`src/rtl/window_perf_select.sv`:
```
// Sliding-window best-score selector: each accepted record scores A*T and the
// best account of the last WIN records is emitted once the window is full.
module window_perf_select #(
  parameter int DSIZE = 8,
  parameter int WIN   = 5,
  parameter int MODE  = 0
) (
  input  logic               clk,
  input  logic               rst,
  input  logic               in_valid,
  input  logic [DSIZE-1:0]   in_account,
  input  logic [DSIZE-1:0]   in_A,
  input  logic [DSIZE-1:0]   in_T,
  input  logic               in_flush,
  output logic               ready,
  input  logic               out_ready,
  output logic               out_valid,
  output logic [DSIZE-1:0]   out_account,
  output logic [2*DSIZE-1:0] out_perf
);

  localparam int CW = $clog2(WIN + 1);

  logic [DSIZE-1:0]   win_acct [WIN];
  logic [2*DSIZE-1:0] win_perf [WIN];
  logic [DSIZE-1:0]   nxt_acct [WIN];
  logic [2*DSIZE-1:0] nxt_perf [WIN];

  logic [CW-1:0]      count;
  logic [CW-1:0]      count_nxt;
  logic               rst_done;
  logic               accept;
  logic               full_accept;
  logic [2*DSIZE-1:0] new_perf;
  logic [2*DSIZE-1:0] best_perf;
  logic [DSIZE-1:0]   best_acct;

  // rst_done holds ready low for the first cycle after reset release
  assign ready    = rst_done && !(out_valid && !out_ready);
  assign accept   = in_valid && ready;
  assign new_perf = {{DSIZE{1'b0}}, in_A} * {{DSIZE{1'b0}}, in_T};

  always_comb begin
    for (int unsigned i = 0; i < WIN - 1; i++) begin
      nxt_acct[i] = win_acct[i + 1];
      nxt_perf[i] = win_perf[i + 1];
    end
    nxt_acct[WIN-1] = in_account;
    nxt_perf[WIN-1] = new_perf;
  end

  always_comb begin
    count_nxt = count;
    if (in_flush) begin
      count_nxt = accept ? CW'(1) : '0;
    end else if (accept && count != CW'(WIN)) begin
      count_nxt = count + CW'(1);
    end
  end

  assign full_accept = accept && (count_nxt == CW'(WIN));

  // Scan oldest to newest with non-strict compare so the newest tie wins
  always_comb begin
    best_acct = nxt_acct[0];
    best_perf = nxt_perf[0];
    for (int unsigned i = 1; i < WIN; i++) begin
      if ((MODE == 0) ? (nxt_perf[i] <= best_perf) : (nxt_perf[i] >= best_perf)) begin
        best_acct = nxt_acct[i];
        best_perf = nxt_perf[i];
      end
    end
  end

  always_ff @(posedge clk or posedge rst) begin
    if (rst) begin
      rst_done    <= 1'b0;
      count       <= '0;
      out_valid   <= 1'b0;
      out_account <= '0;
      out_perf    <= '0;
      for (int unsigned i = 0; i < WIN; i++) begin
        win_acct[i] <= '0;
        win_perf[i] <= '0;
      end
    end else begin
      rst_done <= 1'b1;
      count    <= count_nxt;
      if (accept) begin
        for (int unsigned i = 0; i < WIN; i++) begin
          win_acct[i] <= nxt_acct[i];
          win_perf[i] <= nxt_perf[i];
        end
      end
      if (full_accept) begin
        out_valid   <= 1'b1;
        out_account <= best_acct;
        out_perf    <= best_perf;
      end else if (out_valid && out_ready) begin
        out_valid <= 1'b0;
      end
    end
  end

endmodule

```
`config.mk`:
```
export PLATFORM = sky130hd
export DESIGN_NAME = window_perf_select
export DESIGN_NICKNAME = d
export VERILOG_FILES = /design/src/rtl/window_perf_select.sv
export SDC_FILE = /design/constraint.sdc
export NUM_CORES = 1
export LEC_CHECK = 0
export CAP_MARGIN = 20
export CORE_AREA = 3 3 122 182
export CTS_CLUSTER_SIZE = 30
export DETAILED_ROUTE_END_ITERATION = 10
export DIE_AREA = 0 0 125 185
export DONT_BUFFER_PORTS = 1
export HOLD_SLACK_MARGIN = 0.05
export PLACE_DENSITY = 0.65
export SLEW_MARGIN = 15
export SYNTH_ARGS = -nofsm -noshare
export SYNTH_HDL_FRONTEND = slang
export SYNTH_SLANG_ARGS = --single-unit
```
`constraint.sdc`:
```
create_clock -name clk -period 12.3 [get_ports clk]
set_input_delay 3.69 -clock clk [delete_from_list [all_inputs] [get_ports clk]]
set_output_delay 3.69 -clock clk [all_outputs]
set_load 0.02 [all_outputs]
```
After elaboration in Yosys (flattened, before gate mapping)
Index checks and enable logic that the tools add are counted.
{"block": "word_totals", "ff_bits": 125, "input_bits": 29, "wordCells": 43}
{"block": "classes", "add_sub_neg": 1, "n_mul": 1, "n_lt_le_gt_ge": 4, "eq_ne": 2, "mux": 13, "n_reduce_logical": 9}
{"op": "<= comparator 16 bit", "n": 4}
{"op": "2-to-1 mux 16 bit", "n": 4}
{"op": "2-to-1 mux 8 bit", "n": 4}
{"op": "multiplier 8 x 8 -> 16 bit", "n": 1}
{"op": "logical AND 1 bit", "n": 6}
{"op": "2-to-1 mux 3 bit", "n": 2}
{"op": "adder 3 x 1 -> 3 bit (second input constant)", "n": 1}
{"op": "equality test 3 bit (second input constant)", "n": 1}
{"op": "2-to-1 mux 1 bit", "n": 3}
{"op": "inequality test 3 bit (second input constant)", "n": 1}
{"op": "logical NOT 1 bit", "n": 2}
{"op": "nonzero test 2 bit", "n": 1}

Depth between registers and ports, before layout
{"block": "depth", "depth_word": 11, "ltp_mapped": 45, "ltp_nobuf": 41}

Worst setup path after synthesis
Ideal clock, no wire load.
{"block": "synth_timing", "path_kind": "input to register", "start": "input port in_A[1]", "end": "register out_perf[15]", "setup_ns": 0.110, "arrival_time_ns": 9.172, "required_time_ns": 12.190, "slack_ns": 3.018, "path_stages": 26, "path_buffers": 1, "path_cell_list": "and2_1 > fa_1 > fa_1 > inv_1 > fa_1 > fa_1 > inv_1 > ha_1 > inv_1 > o21bai_1 > a21oi_1 > o21bai_1 > a211oi_1 > o21bai_1 > a21o_1 > a21o_1 > xnor2_1 > inv_1 > ha_1 > a21o_1 > a21oi_1 > o21ai_0 > o21ai_0 > clkbuf_1 > nor3_1 > o41ai_1"}
{"block": "synth_via", "elab_chain_cells": 3}
{"element": "from (decl)", "line": "12", "text": "input logic [DSIZE-1:0] in_A,"}
{"element": "multiplier 8 x 8 -> 16 bit", "line": "41", "text": "assign new_perf = {{DSIZE{1'b0}}, in_A} * {{DSIZE{1'b0}}, in_T};"}
{"element": "net new_perf[14]", "line": "34", "text": "logic [2*DSIZE-1:0] new_perf;"}
{"element": "<= comparator 16 bit", "line": "68", "text": "if ((MODE == 0) ? (nxt_perf[i] <= best_perf) : (nxt_perf[i] >= best_perf)) begin"}
{"element": "2-to-1 mux 16 bit", "line": "68"}
{"element": "to (signal assigned)", "line": "98", "text": "out_perf <= best_perf;"}
{"element": "to (decl)", "line": "19", "text": "output logic [2*DSIZE-1:0] out_perf"}
The timed path passes the listed nets, and every way through them passes these cells.
A chain may end at the register's enable or synchronous reset.

Worst setup path in the final report
{"block": "layout_timing", "start": "register win_perf, in the netlist nxt_perf[61]", "end": "register out_account[6]"}
{"block": "layout_via", "elab_chain_cells": 8, "elab_cells_between_ends": 11}
{"element": "from (decl)", "line": "25", "text": "logic [2*DSIZE-1:0] win_perf [WIN];"}
{"element": "from (signal, indexed assignment)", "line": "92", "text": "win_perf[i] <= nxt_perf[i];"}
{"element": "<= comparator 16 bit", "line": "68"}
{"element": "2-to-1 mux 16 bit", "line": "68"}
{"element": "<= comparator 16 bit", "line": "68"}
{"element": "2-to-1 mux 16 bit", "line": "68"}
{"element": "<= comparator 16 bit", "line": "68"}
{"element": "2-to-1 mux 16 bit", "line": "68"}
{"element": "<= comparator 16 bit", "line": "68"}
{"element": "2-to-1 mux 8 bit *", "line": "68"}
{"element": "to (signal assigned)", "line": "97", "text": "out_account <= best_acct;"}
{"element": "to (decl)", "line": "18", "text": "output logic [DSIZE-1:0] out_account,"}
Mark *: on every way between the ends. The rest lies on a longest branch, timed or not.

==> key figures <==
Global routing
  – Vias in the first global route: 7429
  – Total GRT Usage: 0.188
  – Total congestion overflow: 0
  – Largest net degree at the start of global routing: 111
  – First-pass GRT wire length: 35.7 mm
  – Initial antenna violation count: 0

Place
  – DP HPWL: 15.1 mm
  – Place WS: 2140 ps
  – Routability cong.: 0.876
  – IO buf count: 0

Hold path
  – Min-delay worst type: flop to flop
  – Cell count of the worst hold path: 2

Timing
  – Final Hold Fails: 0
  – Tightest Pin Transition: 1060 ps
  – Clk_skew: 10.8 ps
  – Tmin final: 10110 ps
  – RSZ-0062 raised after global routing: false
  – Final-report max-slew violation count: 0
  – Crit share post-route: 0.822
  – Setup TNS: 0 ps
  – Rel. slew slack: 0.296
  – Max Freq: 0.0989 GHz
  – Final setup viols: 0
  – Final worst slack: 2190 ps

Setup path
  – CP max stage cell: a31oi_4
  – Max FO, Critical Path: 45
  – Register-to-Register Path Depth: 34
  – Critical path class: flop to flop
  – Crit path buf inv count: 2
  – Cell family with the largest share of critical-path delay: compound AO/OA/AOI/OAI gates
  – Crit-path most repeated cell: a21o_1
  – CP required: 12630 ps
  – WP depth: 34
  – Startpoint Class: flop
  – Critical path arrival: 10440 ps
  – Crit path capture type: flop
  – Peak per-stage delay on the critical path: 870 ps

Routing
  – Final wirelength: 20.9 mm
  – Antenna Violating Nets Remaining: 0
  – 1st-iter DRT viols: 565
  – TritonRoute pass-1 iters: 7
  – Vias: 7281
  – Vias/cell: 5.38
  – DR WL/cell: 15.4 um
  – Drt drc: 0

CTS
  – Gates resized, CTS repair: 0
  – Worst-Skew Late Latency: 420 ps
  – H-Tree Depth: 4
  – CTS tree: done
  – Clk slew on worst S/H paths: 60 ps
  – Num CTS Buffers: 17
  – Post-CTS Setup Repair Bufs: 0
  – CTS sink count: 125
  – Worst-case clock buffer depth: 2
  – Clk root buf: clkbuf_16
  – CTS Hold Bufs: 0

Synth
  – Synth cell types: 53
  – Commonest cells in the netlist: nand2_1, dfrtp_1, ha_1
  – Mapped Area: 9240 sq um
  – Area share of the largest cell type after synthesis: 0.338
  – Async SR Flop Fraction: 1.00
  – Mapped Cells: 1094
  – Most numerous cell in the Yosys netlist: nand2_1
  – Synth area leaders: dfrtp_1, ha_1, nand2_1
  – Synth area leader: dfrtp_1
  – Ys flop type: dfrtp_1
  – #FFs+latches synth: 125
  – Syn_nets: 1259
  – Synth Warn #: 0
  – Mean post-synth cell area: 8.45 sq um
  – Seq/Total Area, Yosys: 0.338
  – Number of enable flip-flop cells after synthesis: 0

Status
  – Status: complete, no violations

Floorplan
  – Initial Util: 0.447
  – Core area: 20700 sq um
  – Rows: 64
  – Die width: 125 um
  – Die Ht: 185 um
  – Num ports: 55
  – Die Area: 23100 sq um

Cells and area
  – Fraction of layout cells with a size suffix above 1: 0.0468
  – Post-layout util: 0.487
  – Layout area overhead: 8.96%
  – FF/Latch Area: 3130 sq um
  – ANT cells: 0
  – Final #Nets: 1241
  – # fillers: 1998
  – Area used by multi-input combinational logic: 5640 sq um

Job
  – Maxcap violations: 0
sequential cells by signal, summed over array words and instances (netlist names):
| signal | cells |
|---|---|
| out_valid | 1 |
| count | 3 |
| out_perf | 16 |
| nxt_perf | 64 |
| rst_done | 1 |
| out_account | 8 |
| nxt_acct | 32 |
cells in the final DEF, fill, tap and decap left out, types with 10 or more instances in the layout:
cell	count
nor3_1	11
dfrtp_1	125
o21ai_0	53
ha_1	100
a21o_1	15
nand2_1	301
nor2_1	55
mux2i_1	33
inv_1	81
nand4_1	10
clkbuf_16	17
and2_1	46
fa_1	36
a21oi_1	62
nand3_1	14
tightest hold or removal path, delay by kind of cell, from the launching register on:
kind | cells | cell delay, ps
and+or+nand+nor | 2 | 100
DFF | 1 | 340
area by class of cell:
cell class / count / area share
Clock buffer: 18 / 0.0436
Clock inverter: 14 / 0.0142
Inverter: 82 / 0.0308
Multi-Input combinational cell: 842 / 0.560
Sequential cell: 125 / 0.311
Tap cell: 264 / 0.0328
Timing Repair Buffer: 8 / 0.00795
per-stage QoR:
step                instance area, sq um  hold WS (ps)  std cells
floorplan                           9240           446       1094
global placement                    9460           459       1320
detailed placement                  9460           463       1320
CTS                                10000           478       1352
global route                       10100           516       1353
finish                             10100           472       1353
cell families (layout without fill, tap and decap cells):
logic type | count (synthesis) | after routing | synth area share
other | 1 | 1 | 0.000406
adder cells (fa/ha/maj) | 136 | 136 | 0.213
AND/OR/NAND/NOR | 466 | 466 | 0.218
buffers and inverters | 127 | 122 | 0.0543
flip-flops | 125 | 125 | 0.338
AO/OA/AOI/OAI | 194 | 194 | 0.129
XOR/XNOR | 12 | 12 | 0.0114
multiplexers | 33 | 33 | 0.0357
routing by layer:
layer / vias up / track usage / routed length [um]
li1: 3619 / - / -
met1: 3460 / 0.221 / 8670
met2: 159 / 0.335 / 10800
met3: 43 / 0.0349 / 792
met4: 0 / 0.0790 / 554
met5: - / 0 / 0
path summary, 6_finish.rpt:
kind / start / to / slack [ps]
worst max-delay path: nxt_perf[61]$_DFFE_PP0P_ / out_account[6]$_DFFE_PP0P_ / 2190
worst min-delay path: nxt_acct[37]$_DFFE_PP0P_ / nxt_acct[37]$_DFFE_PP0P_ / 470
worst max register to register: nxt_perf[61]$_DFFE_PP0P_ / out_account[6]$_DFFE_PP0P_ / 2190
worst min register to register: nxt_acct[37]$_DFFE_PP0P_ / nxt_acct[37]$_DFFE_PP0P_ / 470
max in group asynchronous: rst / nxt_perf[71]$_DFFE_PP0P_ / 7700
min in group asynchronous: rst / count[2]$_DFF_PP0_ / 3320
Power is left out: the tool's default activity adds up to more than one toggle a clock period on the data nets, which glitch-free logic cannot reach.
